`src/rtl/fog_mod_ramp_gen.sv`:
```
// Fiber-optic gyro modulation ramp generator: square-wave bias FSM with
// trigger/polarity outputs plus a closed-loop phase ramp summed into a DAC code.
module fog_mod_ramp_gen #(
  parameter int DAC_BIT = 16
) (
  input  logic                i_clk,
  input  logic                i_rst_n,
  input  logic                i_en,
  input  logic [31:0]         i_freq_cnt,
  input  logic signed [31:0]  i_mod_high,
  input  logic signed [31:0]  i_mod_low,
  input  logic signed [31:0]  i_step,
  input  logic                i_step_sync,
  input  logic                i_ramp_sync,
  input  logic [4:0]          i_gain_sel,
  output logic [DAC_BIT-1:0]  o_dac,
  output logic                o_polarity,
  output logic                o_trig,
  output logic [31:0]         o_ramp,
  output logic [1:0]          o_cstate
);

  typedef enum logic [1:0] {
    IDLE  = 2'd0,
    LOAD  = 2'd1,
    RUN_L = 2'd2,
    RUN_H = 2'd3
  } state_t;

  state_t              cstate, nstate;
  logic                r_en;
  logic [31:0]         counter, counter_nxt;
  logic [31:0]         reload;
  logic                trig_q;
  logic signed [31:0]  r_step;
  logic [31:0]         ramp;
  logic [DAC_BIT-1:0]  bias;
  logic                unused_bits;

  assign unused_bits = ^{i_mod_high[31:DAC_BIT], i_mod_low[31:DAC_BIT]};

  // Half-period lengths below 2 are clamped to 2, so the reload is never 0-1.
  assign reload = (i_freq_cnt < 32'd2) ? 32'd1 : (i_freq_cnt - 32'd1);

  // State register; trig_q marks the first cycle spent in a newly entered RUN state.
  always_ff @(posedge i_clk or negedge i_rst_n) begin
    if (!i_rst_n) begin
      cstate  <= IDLE;
      counter <= '0;
      trig_q  <= 1'b0;
      r_en    <= 1'b0;
    end else begin
      cstate  <= nstate;
      counter <= counter_nxt;
      trig_q  <= (nstate != cstate) && ((nstate == RUN_L) || (nstate == RUN_H));
      r_en    <= i_en;
    end
  end

  always_comb begin
    nstate      = cstate;
    counter_nxt = counter;
    case (cstate)
      IDLE: begin
        counter_nxt = '0;
        if (r_en) nstate = LOAD;
      end
      LOAD: begin
        if (!r_en) begin
          nstate      = IDLE;
          counter_nxt = '0;
        end else begin
          nstate      = RUN_L;
          counter_nxt = reload;
        end
      end
      RUN_L, RUN_H: begin
        if (!r_en) begin
          nstate      = IDLE;
          counter_nxt = '0;
        end else if (counter == '0) begin
          nstate      = (cstate == RUN_L) ? RUN_H : RUN_L;
          counter_nxt = reload;
        end else begin
          counter_nxt = counter - 32'd1;
        end
      end
      default: begin
        nstate      = IDLE;
        counter_nxt = '0;
      end
    endcase
  end

  always_comb begin
    o_polarity = (cstate == RUN_H);
    o_trig     = trig_q;
    o_cstate   = cstate;
    o_ramp     = ramp;
    if (cstate == IDLE)
      bias = '0;
    else if (cstate == RUN_H)
      bias = i_mod_high[DAC_BIT-1:0];
    else
      bias = i_mod_low[DAC_BIT-1:0];
  end

  // Ramp reads the pre-update r_step when both strobes coincide; wrap is intentional.
  always_ff @(posedge i_clk or negedge i_rst_n) begin
    if (!i_rst_n) begin
      r_step <= '0;
      ramp   <= '0;
      o_dac  <= '0;
    end else begin
      if (i_step_sync) r_step <= i_step >>> i_gain_sel;
      if (i_ramp_sync) ramp <= ramp + $unsigned(r_step);
      o_dac <= ramp[31:32-DAC_BIT] + bias;
    end
  end

endmodule

```
`config.mk`:
```
export PLATFORM = sky130hd
export DESIGN_NAME = fog_mod_ramp_gen
export DESIGN_NICKNAME = d
export VERILOG_FILES = /design/src/rtl/fog_mod_ramp_gen.sv
export SDC_FILE = /design/constraint.sdc
export NUM_CORES = 1
export LEC_CHECK = 0
export ABC_AREA = 1
export BUFFER_PORTS_ARGS = -buffer_cell sky130_fd_sc_hd__buf_2
export CAP_MARGIN = 10
export CORE_ASPECT_RATIO = 0.8
export CORE_MARGIN = 8
export CORE_UTILIZATION = 50
export DETAILED_ROUTE_END_ITERATION = 12
export GPL_TIMING_DRIVEN = 0
export PLACE_DENSITY_LB_ADDON = 0.05
export RECOVER_POWER = 25
export SYNTH_ARGS = -nofsm -noshare
export SYNTH_HDL_FRONTEND = slang
export SYNTH_SLANG_ARGS = --single-unit
```
`constraint.sdc`:
```
create_clock -name i_clk -period 3.47 [get_ports i_clk]
set_input_delay 0.5205 -clock i_clk [delete_from_list [all_inputs] [get_ports i_clk]]
set_output_delay 0.5205 -clock i_clk [all_outputs]
set_load 0.03 [all_outputs]
```
==> impl_metrics.ini <==
[worst_setup_path]
cp_slowest_cell = dfrtp_1
critPathLaunchType = flip-flop
path_class = flip-flop to flip-flop
slowest_delay_ns = 0.45
critPathArrivalTime_ns = 3.56
cp.required_ns = 3.82
worstSetupEndpointType = flip-flop
crit_fanout = 10
crit_top_cell = nand2_1
crit_path_cell_trace = nand2_1, clkinv_1, buf_1, nor2_1, nor2_1, ha_1, inv_1, fa_1, nand3b_1, nand2_1, a21oi_1, o21bai_1, nand2_1, nand2_1, xor2_1

[cells_and_area]
drive_gt1_share_pct = 11.50
fin_nets = 2209
antenna_cells = 0
nFillCells = 2212
syn_to_final_growth_pct = 16.12
final_design_area_no_fill_um2 = 12820

[clocking]
ctsResizeCount = 0
cts_root_buf = clkbuf_16
cts_buffer_depth = 2
cts_tree = done
clk_pin_slew_worst_paths_ns = 0.06
cts_buffers = 17
worstSkewPairLatency_ns = 0.43
htreeDepth = 4
cts.sinks = 116

[sta]
finalWorstPathRequiredPeriod_ns = 3.209
setup_tns_ns = 0
period_share_pct = 92.47
max_freq_ghz = 0.3116
maxSlewHeadroom_pct = -22.70
hold_ws_ns = 0.1991
rsz0062_at_grt = false
fin_worst_skew_ns = 0.01419
finalWorstSetupSlack_ns = 0.2611
hold_viol = 0
maxSlewViolCount = 30
setup_violations = 0
tightest_slew_ns = 1.840

[yosys]
syn-num-nets = 2036
yosysMostFrequentCell = nand2_1
synth_largest_area_cell = dfrtp_1
synth-edff-count = 0
synth_seq_area_share_pct = 26.30
ys_top_cells_by_area = dfrtp_1 (26%), nand2_1 (22%), nand3_1 (10%), nor2_1 (7.9%), inv_1 (6.3%)
yosys_most_used_dff = dfrtp_1
synthCells = 1848
ys_warn_count = 0
syn-cell-area_um2 = 11040
synth_commonest_cells = nand2_1 (648), nor2_1 (232), nand3_1 (226)
yosysUniqueCellTypes = 41
syn_area_per_cell_um2 = 5.972
ys_ff_latch = 116
async_flop_share_pct = 100.0
synth_largest_type_area_fraction_pct = 26.30

[die]
die-area_um2 = 27110
fp-row-count = 48
coreArea_um2 = 21620
die-width_um = 182.1
start_util_pct = 51.05
dieHeight_um = 148.9
ios = 190

[routing]
drt_first_pass_iters = 5
drtIter0Drc = 1246
viasPerCell = 5.309
vias = 12260
ant_nets = 0
drcViolationCount = 0
routedWlPerCell_um = 15.91
routed_wl_um = 36740

[global_routing]
antenna_found_initial = 0
grt_pass1_wl_um = 58820
grt_usage_pct = 26.84
grt_overflow = 0
first_global_vias = 11380
grt_max_degree = 88

[run_status]
violations = max-capacitance violations, max-slew violations
status = complete, but fails checks

[pwr]
peakVddDrop_mv = 0.3050
p_per_area_nw_per_um2 = 747.5
power.leakage_nw = 7.004

[place]
portBuffers = 153
pre_cts_ws_ns = 0.2666
hpwl_um = 29750
place_area_um2 = 12180
place_congestion = 0.9460

[min_path]
hp-class = primary input to flip-flop

[flow_run]
cap_violations = 1
-- flip-flops by register name (all words and copies together), names as in the netlist --
register  cells
counter      32
o_ramp       32
r_step       32
o_dac        16
o_cstate      2
o_trig        1
r_en          1
-- layout make-up --
type / instances / area [µm²] / area share (%)
Buffer: 52 / 234.0 / 1.826
Tap cell: 275 / 344.1 / 2.685
Timing Repair Buffer: 155 / 802.0 / 6.258
Multi-Input combinational cell: 1484 / 7158 / 55.85
Inverter: 195 / 737.0 / 5.750
Clock inverter: 14 / 198.9 / 1.552
Clock buffer: 18 / 439.2 / 3.427
Sequential cell: 116 / 2903 / 22.65
-- timing repair --
action,CTS,global route
hold buffers,1,0
buffers inserted,0,0
setup endpoints to repair,0,1
endpoints found under the hold margin,29,0
-- power by group --
group,internal (W),switching [W]
registers,0.00176,0.000424
logic,0.00183,0.00364
clock network,0.00123,0.000701
-- critical path: cells and delay by family (launching register included) --
| family | cells | cell delay [ns] |
|---|---|---|
| AND/OR/NAND/NOR | 7 | 0.83 |
| adder cells (fa/ha/maj) | 2 | 0.65 |
| buffers and inverters | 3 | 0.64 |
| flip-flops | 1 | 0.45 |
| AO/OA/AOI/OAI | 2 | 0.41 |
| XOR/XNOR | 1 | 0.15 |
-- kinds of logic after synthesis --
logic type | Yosys count | synth area share [%]
DFF | 116 | 26.30
adders and majority gates | 50 | 5.804
xor gates and xnor gates | 57 | 4.523
buffers and inverters | 248 | 8.843
AOI/OAI and AO/OA | 183 | 9.058
and+or+nand+nor | 1194 | 45.47
-- metal layers --
layer | wire [µm] | up-vias | GRT usage [%]
li1 | - | 6268 | -
met1 | 18590 | 5493 | 40.07
met2 | 14990 | 463 | 40.40
met3 | 2766 | 35 | 4.236
met4 | 385 | 0 | 4.869
met5 | 0 | - | 0
-- placed cells by master (no fill, tap or decap), types with 6 or more instances in the layout --
master / Yosys / layout
nand2_1: 648 / 648
nor2_1: 232 / 232
nand3_1: 226 / 226
inv_1: 185 / 185
buf_2: 14 / 165
dfrtp_1: 116 / 116
o21ai_0: 73 / 73
a21oi_1: 63 / 63
ha_1: 48 / 48
xor2_1: 31 / 31
nand4_1: 30 / 30
xnor2_1: 26 / 26
clkbuf_1: 23 / 25
clkbuf_16: 0 / 17
or2_2: 14 / 14
o21ai_1: 13 / 13
buf_1: 13 / 12
o21bai_1: 11 / 11
nand3b_1: 10 / 10
nor2_2: 9 / 9
nor3_1: 8 / 8
o211ai_1: 7 / 7
clkinv_1: 6 / 6
and2_1: 6 / 6
-- path summary, 6_finish.rpt --
check	slack (ns)	cells after the start	start	endpoint
max in group asynchronous	1.15	3	i_rst_n	o_dac[4]$_DFF_PN0_
hold / removal	0.20	1	i_en	r_en$_DFF_PN0_
setup / recovery	0.26	15	o_cstate[1]$_DFF_PN0_	o_dac[12]$_DFF_PN0_
hold reg to reg	0.50	2	r_step[31]$_DFFE_PN0P_	r_step[31]$_DFFE_PN0P_
min in group asynchronous	1.13	2	i_rst_n	r_step[6]$_DFFE_PN0P_
setup reg to reg	0.26	15	o_cstate[1]$_DFF_PN0_	o_dac[12]$_DFF_PN0_
-- through the flow --
step                      power, W  std cells  utilization [%]
final                     0.009580       2309            59.28
after global routing       0.01035       2309            59.28
after CTS                 0.009546       2310            59.33
after detailed placement  0.007592       2277            56.34
after global placement    0.007519       2276            56.18
after floorplan           0.006093       1848                -
No activity file was read; power rests on OpenSTA's default activity.
